--- src/rtl/data_mem_arbiter.sv ---
// Round-robin arbiter with lock/timeout between the CPU LSU (port 0) and an auxiliary master (port 1).
// Grant/strobes combinational, read data 1 cycle after grant; a losing port 0 raises m0_stall until granted.
module data_mem_arbiter #(
    parameter int LOCK_MAX = 16,
    parameter int LOCK_CW  = 5
) (
    input  logic        clk,
    input  logic        reset,
    input  logic [31:0] m0_addr,
    input  logic [31:0] m0_write_data,
    input  logic        m0_memwrite,
    input  logic        m0_memread,
    input  logic [3:0]  m0_sign_mask,
    input  logic        m0_lock,
    output logic        m0_gnt,
    output logic        m0_rvalid,
    input  logic [31:0] m1_addr,
    input  logic [31:0] m1_write_data,
    input  logic        m1_memwrite,
    input  logic        m1_memread,
    input  logic [3:0]  m1_sign_mask,
    input  logic        m1_lock,
    output logic        m1_gnt,
    output logic        m1_rvalid,
    output logic [31:0] rdata,
    output logic        m0_stall,
    output logic        lock_err,
    output logic [31:0] mem_addr,
    output logic [31:0] mem_write_data,
    output logic        mem_memwrite,
    output logic        mem_memread,
    output logic [3:0]  mem_sign_mask,
    input  logic [31:0] mem_read_data
);

    typedef enum logic [1:0] {
        ARB   = 2'd0,
        LOCK0 = 2'd1,
        LOCK1 = 2'd2
    } state_t;

    state_t               state_q, state_d;
    logic                 last_q, last_d;
    logic [LOCK_CW-1:0]   cnt_q, cnt_d;
    logic                 rd_vld_q, rd_vld_d;
    logic                 rd_port_q, rd_port_d;
    logic                 lock_err_q, lock_err_d;

    logic m0_req, m1_req;
    logic gnt0, gnt1;
    logic any_gnt;
    logic sel_rd, sel_wr;
    logic timeout;

    assign m0_req  = m0_memread | m0_memwrite;
    assign m1_req  = m1_memread | m1_memwrite;
    assign timeout = (cnt_q == LOCK_CW'(LOCK_MAX));

    always_comb begin
        gnt0       = 1'b0;
        gnt1       = 1'b0;
        state_d    = state_q;
        last_d     = last_q;
        cnt_d      = cnt_q;
        lock_err_d = 1'b0;
        if (!reset) begin
            case (state_q)
                ARB: begin
                    // On a tie the port that did not win last time is served.
                    if (m0_req && m1_req) begin
                        gnt0 = last_q;
                        gnt1 = ~last_q;
                    end else begin
                        gnt0 = m0_req;
                        gnt1 = m1_req;
                    end
                    if (gnt0 && m0_lock) begin
                        state_d = LOCK0;
                        cnt_d   = LOCK_CW'(1);
                    end else if (gnt1 && m1_lock) begin
                        state_d = LOCK1;
                        cnt_d   = LOCK_CW'(1);
                    end
                end
                LOCK0: begin
                    gnt0 = m0_req;
                    if (timeout) begin
                        state_d    = ARB;
                        cnt_d      = '0;
                        lock_err_d = 1'b1;
                        last_d     = 1'b0;
                    end else if (!m0_lock) begin
                        state_d = ARB;
                        cnt_d   = '0;
                    end else begin
                        cnt_d = cnt_q + LOCK_CW'(1);
                    end
                end
                LOCK1: begin
                    gnt1 = m1_req;
                    if (timeout) begin
                        state_d    = ARB;
                        cnt_d      = '0;
                        lock_err_d = 1'b1;
                        last_d     = 1'b1;
                    end else if (!m1_lock) begin
                        state_d = ARB;
                        cnt_d   = '0;
                    end else begin
                        cnt_d = cnt_q + LOCK_CW'(1);
                    end
                end
                default: begin
                    state_d = ARB;
                    cnt_d   = '0;
                end
            endcase
            if (gnt0) begin
                last_d = 1'b0;
            end else if (gnt1) begin
                last_d = 1'b1;
            end
        end
    end

    assign any_gnt   = gnt0 | gnt1;
    assign sel_rd    = gnt1 ? m1_memread  : m0_memread;
    assign sel_wr    = gnt1 ? m1_memwrite : m0_memwrite;
    assign rd_vld_d  = any_gnt & sel_rd;
    assign rd_port_d = gnt1;

    always_ff @(posedge clk) begin
        if (reset) begin
            state_q    <= ARB;
            last_q     <= 1'b1;
            cnt_q      <= '0;
            rd_vld_q   <= 1'b0;
            rd_port_q  <= 1'b0;
            lock_err_q <= 1'b0;
        end else begin
            state_q    <= state_d;
            last_q     <= last_d;
            cnt_q      <= cnt_d;
            rd_vld_q   <= rd_vld_d;
            rd_port_q  <= rd_port_d;
            lock_err_q <= lock_err_d;
        end
    end

    // With no grant the address/data lanes park on port 0 and both strobes stay low.
    always_comb begin
        mem_addr       = gnt1 ? m1_addr       : m0_addr;
        mem_write_data = gnt1 ? m1_write_data : m0_write_data;
        mem_sign_mask  = gnt1 ? m1_sign_mask  : m0_sign_mask;
        mem_memread    = any_gnt & sel_rd;
        mem_memwrite   = any_gnt & sel_wr & ~sel_rd;
    end

    assign m0_gnt    = gnt0;
    assign m1_gnt    = gnt1;
    assign m0_stall  = m0_req & ~gnt0 & ~reset;
    assign m0_rvalid = rd_vld_q & ~rd_port_q & ~reset;
    assign m1_rvalid = rd_vld_q & rd_port_q & ~reset;
    assign rdata     = mem_read_data;
    assign lock_err  = lock_err_q;

endmodule

--- config.mk ---
export PLATFORM = sky130hd
export DESIGN_NAME = data_mem_arbiter
export DESIGN_NICKNAME = d
export VERILOG_FILES = /design/src/rtl/data_mem_arbiter.sv
export SDC_FILE = /design/constraint.sdc
export NUM_CORES = 1
export LEC_CHECK = 0
export ABC_AREA = 1
export BUFFER_PORTS_ARGS = -buffer_cell sky130_fd_sc_hd__clkbuf_2
export CORE_AREA = 2 2 109 111
export CTS_CLUSTER_SIZE = 16
export DETAILED_ROUTE_END_ITERATION = 6
export DIE_AREA = 0 0 111 113
export PLACE_DENSITY = 0.48
export SLEW_MARGIN = 20
export SYNTH_ARGS = -nofsm -noshare
export SYNTH_HDL_FRONTEND = slang
export SYNTH_SLANG_ARGS = --single-unit
export TNS_END_PERCENT = 50
--- constraint.sdc ---
create_clock -name clk -period 2 [get_ports clk]
set_clock_uncertainty 0.05 [all_clocks]
set_input_delay 0.2 -clock clk [delete_from_list [all_inputs] [get_ports clk]]
set_output_delay 0.2 -clock clk [all_outputs]
set_load 0.02 [all_outputs]
; ---- Word level (Yosys, flattened, before mapping)
; Index checks and enable logic that the tools add are counted.
[totals]
output_inout_bits = 108
reg_bits = 11
elab_cells = 79
[op_classes]
reduce_logical = 9
n_bitwise = 18
n_mux = 37
n_eq_ne = 8
n_addsub = 1
[op_table]
columns = op, n
row1 = 32-bit two-way mux, 2
row2 = 5-bit two-way mux, 6
row3 = 1-bit two-way mux, 17
row4 = 5-bit case mux with 3 select lines, 1
row5 = 2-bit two-way mux, 6
row6 = 1-bit bitwise AND, 9
row7 = 3-bit != test (second input constant), 3
row8 = 4-bit != test (second input constant), 2
row9 = 1-bit NOT, 6
row10 = 1-bit case mux with 2 select lines, 3
row11 = 2-bit case mux with 3 select lines, 1
row12 = 3-bit AND reduction, 2
row13 = 5-bit by 1-bit adder with 5-bit output (second input constant), 1
row14 = 5-bit == test (second input constant), 1
row15 = 4-bit two-way mux, 1
row16 = 4-bit nonzero test, 1
row17 = 2-bit OR reduction, 2
row18 = 1-bit logical AND, 3
row19 = 1-bit bitwise OR, 3
row20 = 2-bit by 1-bit == test with 1-bit output (second input constant), 1
row21 = 2-bit == test (second input constant), 1
row22 = 2-bit zero test, 1

; ---- Depth between registers and ports, before layout
; Gate-level depths: netlist of run 1.
[logic_depth]
depth_word = 11
mapped_depth = 10

; ---- Least setup slack after synthesis of run 1
; No wires, ideal clock.
[synth_path]
kind = reg-to-output
from = register state_q[0]
to = output mem_memwrite
n_path_buf = 1
t_arrival_ns = 1.528
slack_ns = 0.222
required_ns = 1.750
stages_incl_launch_ff = 10
path_cell_list = dfxtp_1 -> inv_1 -> ha_1 -> inv_1 -> o21ai_4 -> nand2_4 -> buf_2 -> nand2_1 -> nand2_1 -> nor2_1
[synth_via]
elab_chain_len = 7
word_cells_on_any_way = 15
cone_classes = eq/ne (2) / mux (8) / bitwise (4) / reduce/logical (1)
[synth_rtl]
columns = item, line
row1 = "start, declared", 42  ; state_t state_q, state_d;
row2 = "start signal, assigned", 141  ; state_q <= state_d;
row3 = 2-bit by 1-bit == test with 1-bit output (tied with other cells), 67  ; case (state_q)
row4 = 1-bit case mux with 2 select lines, 67
row5 = 1-bit two-way mux (2 in series), 66  ; if (!reset) begin
row6 = 1-bit bitwise OR (tied with other cells), 126  ; assign any_gnt = gnt0 | gnt1;
row7 = 1-bit bitwise AND or 1-bit NOT (tied branches), 156  ; mem_memwrite = any_gnt & sel_wr & ~sel_rd;
row8 = 1-bit bitwise AND (*), 156
row9 = "end, declared", 30  ; output logic mem_memwrite,
; Every way passes the cells marked *; elsewhere a longest branch is shown, timed or not. The select of a mux whose other input is x is not followed.

; ---- Worst setup path in the final report of run 1
[layout_path]
from = register state_q[1]
to = output mem_addr[18]
[layout_via]
elab_chain_len = 5
word_cells_on_any_way = 6
cone_classes = eq/ne (1) / mux (4) / reduce/logical (1)
[layout_rtl]
columns = item, line
row1 = 2-bit == test or 2-bit zero test (tied branches), 67
row2 = 1-bit case mux with 2 select lines (*), 67
row3 = 1-bit two-way mux (*) (2 in series), 66
row4 = 32-bit two-way mux (*), 152  ; mem_addr = gnt1 ? m1_addr : m0_addr;
row5 = "end, declared", 28  ; output logic [31:0] mem_addr,
; Marks and branches as above.

==> impl_metrics.ini, run 1 <==
[outcome]
status = finished clean

[sta]
tightest_slew_ns = 0.336
final-setup-viol-count = 0
fin_setup_tns_ns = 0
slew_headroom_pct = 77.5
hold_violations = 0
report.final.slew_viol_count = 0
timing.hold.ws_ns = 0.247
max_freq_mhz = 508
rsz0062_at_grt = yes
period_share_pct = 98.5
period_minus_slack_ns = 1.97
setup_slack_ns = 0.0308

[worst_setup_path]
worst_setup_path_start_kind = register
r2r_start = cnt_q[0]$_SDFFE_PP0P_
end_kind = output port
worst_ep_arrival_time_ns = 1.72
r2r_cells = 7
required_ns = 1.75
worst-setup-path-type = reg -> out
endpoint = mem_addr[18]
cp_max_fo = 9
r2r_end = cnt_q[0]$_SDFFE_PP0P_
cp-startpoint = state_q[1]$_SDFFE_PP0P_
regToRegSetupSlack_ns = 0.45

[clock_tree]
clock_latency_ns = 0.24
clockBufferDepth = 2
htreeDepth = 1
cts-root-buf = clkbuf_16
cts_buffers = 3
clock_sinks = 11
path_clk_slew_ns = 0.04
cts_tree = built

[logic_synthesis]
post_synth.cell_area_avg_um2 = 4.97
yosys.area_share.simple_pct = 57.2
synth-xor-area-share_pct = 0.477
synth_mux_area_share_pct = 0
synth_top_family_by_area = simple AND/OR/NAND/NOR gates
synth_fa_ha_area_share_pct = 4.09
seq_area_frac_synth_pct = 12.0
synth_compound_area_share_pct = 4.57
syn_nets = 551
yosysUniqueCellTypes = 23
synth_warnings = 0
synth_seq_cells = 11
syn_inst = 369
netlist_area_um2 = 1840

[power]
swShare_pct = 47.8
p_per_area_nw_per_um2 = 971
ir_worst_vdd_mv = 0.384
switching_power_mw = 1.68
p_comb_share_pct = 81.2
report.power.total_mw = 3.52
leakage_nw = 2.22
p_int_mw = 1.84
power_frac_clock_pct = 10.3
pwr-share-seq_pct = 8.5

[global_route]
gr-usage-all-layers_pct = 13.3
grt_pass1_wl_um = 13500
overflow = 0
grt_pass1_vias = 2759
antenna_found_initial = 0
grt_max_degree = 24

[min_path]
hp-class = in -> reg

[place]
place_congestion = 0.891
io_buffers = 219
pre_cts_slack_ns = 0.0221
hpwl_um = 7330

[floorplanning]
boundaryPins = 284
rows = 39
fp.coreArea_um2 = 11300
die_w_um = 111
start_util_pct = 16.3
die_area_um2 = 12500
die_h_um = 113

[final_layout]
insertedDiodeCount = 0
multi_input_area_um2 = 1300
area_delta_synth_final_pct = 97.8
n_fill_cell = 1270
seq_area_um2 = 223
drive_above_1_share_pct = 49.3
nets = 755

[detailed_routing]
routed_via_density = 3.98
drtAntennaViolNets = 0
drt_wl_total_um = 8980
dr.pass1.iters = 4
num_vias = 2849
detailedRoute.firstIterationViolations = 86
drc = 0
wl_per_cell_um = 12.6

[flow_run]
drv_cap = 0
cell type report:
type | instances | area share, %
inverter | 21 | 2.45
clock buffer | 4 | 2.17
timing repair buffer | 246 | 48.4
multi-input combinational | 290 | 35.9
sequential | 11 | 6.13
tap | 143 | 4.93
Yosys cell counts:
cell | count | area, µm²
o21ai_0 | 3 | 15.0
buf_6 | 2 | 22.5
o21ai_4 | 1 | 16.3
o21bai_1 | 1 | 7.51
clkbuf_1 | 7 | 26.3
ha_1 | 6 | 75.1
nand4_1 | 3 | 18.8
inv_2 | 2 | 7.51
buf_2 | 6 | 30.0
nor2_2 | 1 | 6.26
nand2_1 | 237 | 890
nor3b_1 | 1 | 7.51
nand3_1 | 11 | 55.1
o21ai_1 | 1 | 5.00
nor2_1 | 12 | 45.0
a21oi_1 | 8 | 40.0
buf_4 | 32 | 240
dfxtp_1 | 11 | 220
xor2_1 | 1 | 8.76
inv_1 | 19 | 71.3
nand2_2 | 1 | 6.26
nand2_4 | 1 | 11.3
nor3_1 | 2 | 10.0
layer usage:
layer	GRT usage, %	routed length [µm]	vias to the layer above
met2	21.0	4040	169
met3	3.59	754	8
met1	18.2	4080	1184
met5	0	0	-
met4	2.67	102	0
li1	-	-	1488
through the flow:
step	cells	cell area (µm²)	util, %
after global routing	715	3630	32.2
final	715	3630	32.2
after CTS	712	3350	29.8
after floorplan	369	1840	-
after detailed placement	699	2920	25.9
after global placement	699	2920	25.9
timing repair:
item,4_1_cts,5_1_grt
setup endpoints to repair,65,54
gates resized for setup,53,134
pin swaps,7,6
hold endpoints to repair,0,0
hold buffers,0,0
cloned,4,1
buffers inserted,5,2
flip-flops by register name, indices dropped and copies added (netlist names):
register   count
cnt_q          5
state_q        2
last_q         1
lock_err       1
rd_port_q      1
rd_vld_q       1
power groups by stage:
stage	clock, mW	combinational, mW	sequential (mW)
after global placement	0	2.11	0.296
after global routing	0.381	3.10	0.304
final	0.362	2.86	0.301
after detailed placement	0	2.13	0.297
after CTS	0.369	2.58	0.301
after floorplan	0	1.39	0.290
how the worst min path moves through the flow:
stage,start,end,slack [ns],cells past startpoint
2_1_floorplan,m0_memread,rd_vld_q$_SDFF_PP0_,0.38,4
3_3_place_gp,mem_read_data[11],rdata[11],0.35,0
3_5_place_dp,mem_read_data[11],rdata[11],0.35,0
4_1_cts,reset,state_q[0]$_SDFFE_PP0P_,0.25,3
5_1_grt,reset,cnt_q[3]$_SDFFE_PP0P_,0.27,3
6_report,reset,state_q[0]$_SDFFE_PP0P_,0.25,3
cell usage in the layout (no fill, tap or decap), types with 2 or more instances in the layout:
cell and instances:
nor2_1 12, inv_1 16, buf_12 5, ha_4 2, nand4_1 3, dfxtp_2 2
clkbuf_16 4, nand3_1 11, nand2_1 218, inv_2 3, a21oi_1 8, clkbuf_8 4
buf_8 4, nand2_2 18, buf_4 32, buf_16 3, dfxtp_1 9, nor3_1 2
ha_1 4, clkbuf_2 161, buf_6 29, buf_2 6, o21ai_0 3, nand2_4 3
worst max-delay path, stage by stage (launching register included):
cell	delay, ns
dfxtp_2	0.32
inv_2	0.07
ha_4	0.13
inv_2	0.05
o21ai_4	0.17
nand2_4	0.11
inv_8	0.09
bufbuf_16	0.26
nand2_1	0.05
nand2_1	0.05
buf_2	0.17
cells by family after synthesis:
kind of cell               Yosys count
AOI/OAI and AO/OA                   14
xor gates and xnor gates             1
adders and majority gates            6
buffers and inverters               68
DFF                                 11
and+or+nand+nor                    269
Power figures use the tool's default switching activity.
==> inputs of run 2 (changes only) <==
CELL_PAD_IN_SITES_DETAIL_PLACEMENT = 0   (was unset)
CELL_PAD_IN_SITES_GLOBAL_PLACEMENT = 1   (was unset)
CORE_AREA = unset   (was 2 2 109 111)
CORE_ASPECT_RATIO = 1.4   (was unset)
CORE_UTILIZATION = 15   (was unset)
DIE_AREA = unset   (was 0 0 111 113)
PLACE_DENSITY = 0.77   (was 0.48)
==> impl_metrics.ini, run 2 (same netlist as run 1, synthesis figures left out) <==
[outcome]
status = complete, but fails checks
violations = negative setup slack

[floorplanning]
fp.coreArea_um2 = 11900
start_util_pct = 15.5
rows = 47
die_w_um = 95.5
die_h_um = 133
die_area_um2 = 12700
boundaryPins = 284

[detailed_routing]
drc = 0
routed_via_density = 4.17
dr.pass1.iters = 4
detailedRoute.firstIterationViolations = 70
wl_per_cell_um = 16.3
drt_wl_total_um = 11700
drtAntennaViolNets = 0
num_vias = 2983

[clock_tree]
cts_tree = built
cts_buffers = 3
htreeDepth = 1
clock_latency_ns = 0.24
clockBufferDepth = 2
cts-root-buf = clkbuf_16
clock_sinks = 11
path_clk_slew_ns = 0.04

[final_layout]
nets = 751
top_regs = cnt_q x5, state_q x2
area_delta_synth_final_pct = 109
largest_reg_flops = 5
layout_commonest_cell = nand2_1
fin_cells = 715
final_cell_mix = nand2_1 (194), clkbuf_2 (149), buf_6 (39)
insertedDiodeCount = 0
drive_above_1_share_pct = 53.7
regMostFlops = cnt_q

[power]
swShare_pct = 49.2
pwr-share-seq_pct = 8.0
p_comb_share_pct = 82.1
p_int_mw = 1.93
ir_worst_vdd_mv = 0.312
p_per_area_nw_per_um2 = 990
switching_power_mw = 1.86
leakage_nw = 2.26
power_frac_clock_pct = 9.9

[worst_setup_path]
end_kind = output port
critPathMaxStageDelay_ns = 0.33
worst_ep_arrival_time_ns = 1.79
cp-startpoint = state_q[1]$_SDFFE_PP0P_
endpoint = mem_write_data[28]
r2r_cells = 7
worst_setup_path_start_kind = register
r2r_start = cnt_q[0]$_SDFFE_PP0P_
r2r_end = cnt_q[0]$_SDFFE_PP0P_
cp_max_fo = 7
path_depth = 10
cp_slowest_cell = dfxtp_2
path_buf_inv = 5
required_ns = 1.75
cp_cell_sequence = inv_2, ha_4, inv_2, o21ai_4, nand2_8, buf_6, clkbuf_16, nand2_4, nand2_2, buf_6
worst-setup-path-type = reg -> out
crit_family = buffers and inverters
regToRegSetupSlack_ns = 0.21

[sta]
timing.hold.ws_ns = 0.225
report.final.slew_viol_count = 0
final-setup-viol-count = 31
hold_violations = 0
setup_slack_ns = -0.0397
slew_headroom_pct = 77.8
tightest_slew_ns = 0.332
rsz0062_at_grt = yes
period_minus_slack_ns = 2.04
period_share_pct = 102
max_freq_mhz = 490

[place]
io_buffers = 219
place_congestion = 0.871
dp_cells = 696
hpwl_um = 8390

[min_path]
hp-class = in -> reg
min_from = reset

[global_route]
antenna_found_initial = 0
grt_pass1_vias = 2541
grt_max_degree = 52
overflow = 0
gr-usage-all-layers_pct = 15.1
grt_pass1_wl_um = 14300

[flow_run]
drv_cap = 0
==> run 2: stage by stage <==
| step | setup TNS [ns] | power (mW) | utilization, % | worst slack, ns | cell area (µm²) |
|---|---|---|---|---|---|
| 2_1_floorplan | 0 | 1.68 | - | 0.222 | 1840 |
| 3_3_place_gp | 0 | 2.40 | 24.4 | 0.187 | 2890 |
| 3_5_place_dp | 0 | 2.40 | 24.4 | 0.161 | 2890 |
| 4_1_cts | -0.0188 | 2.94 | 26.1 | -0.00815 | 3100 |
| 5_1_grt | -5.54 | 4.03 | 32.3 | -0.110 | 3830 |
| 6_report | -0.466 | 3.79 | 32.3 | -0.0397 | 3830 |
==> run 2: what timing repair did <==
action,CTS,global route
resized for setup,29,224
setup buffers,0,2
hold buffers,0,0
cloned,2,11
pin swaps,2,16
endpoints found under the setup margin,50,70
==> run 2: routing by layer <==
metal | wire (µm) | GRT usage (%) | vias to the layer above
met5 | 0 | 0 | -
met4 | 204 | 2.07 | 0
met3 | 997 | 4.43 | 21
met2 | 5440 | 23.6 | 174
met1 | 5040 | 20.9 | 1304
li1 | - | - | 1484
==> run 2: how the worst min path moves through the flow <==
| stage | end | cells after the start | slack (ns) |
|---|---|---|---|
| after floorplan | rd_vld_q$_SDFF_PP0_ | 4 | 0.38 |
| after global placement | rdata[11] | 0 | 0.35 |
| after detailed placement | rdata[11] | 0 | 0.35 |
| after CTS | cnt_q[0]$_SDFFE_PP0P_ | 2 | 0.24 |
| after global routing | cnt_q[0]$_SDFFE_PP0P_ | 2 | 0.24 |
| final | state_q[0]$_SDFFE_PP0P_ | 2 | 0.23 |
==> run 2: cell type report <==
cell class	count	area, µm²
clock buffers	4	78.8
repair inverters	1	16.3
repair buffers	241	1820
multi-input cells	290	1400
well taps	147	184
inverters	21	105
flip-flops and latches	11	223
fillers	1348	8050
==> run 2: power groups by stage <==
stage               sequential (mW)  clock, mW  combinational, mW
floorplan                     0.290          0               1.39
global placement              0.298          0               2.10
detailed placement            0.298          0               2.10
CTS                           0.297      0.377               2.27
global route                  0.309      0.395               3.33
finish                        0.304      0.376               3.11
==> run 2: worst reg2reg max path, cell delays in order, from the launching register on <==
cell	delay, ns
dfxtp_1	0.43
inv_1	0.07
ha_1	0.22
nand3_1	0.13
nand2_1	0.22
o21ai_0	0.34
nand3_1	0.13
a21oi_1	0.13
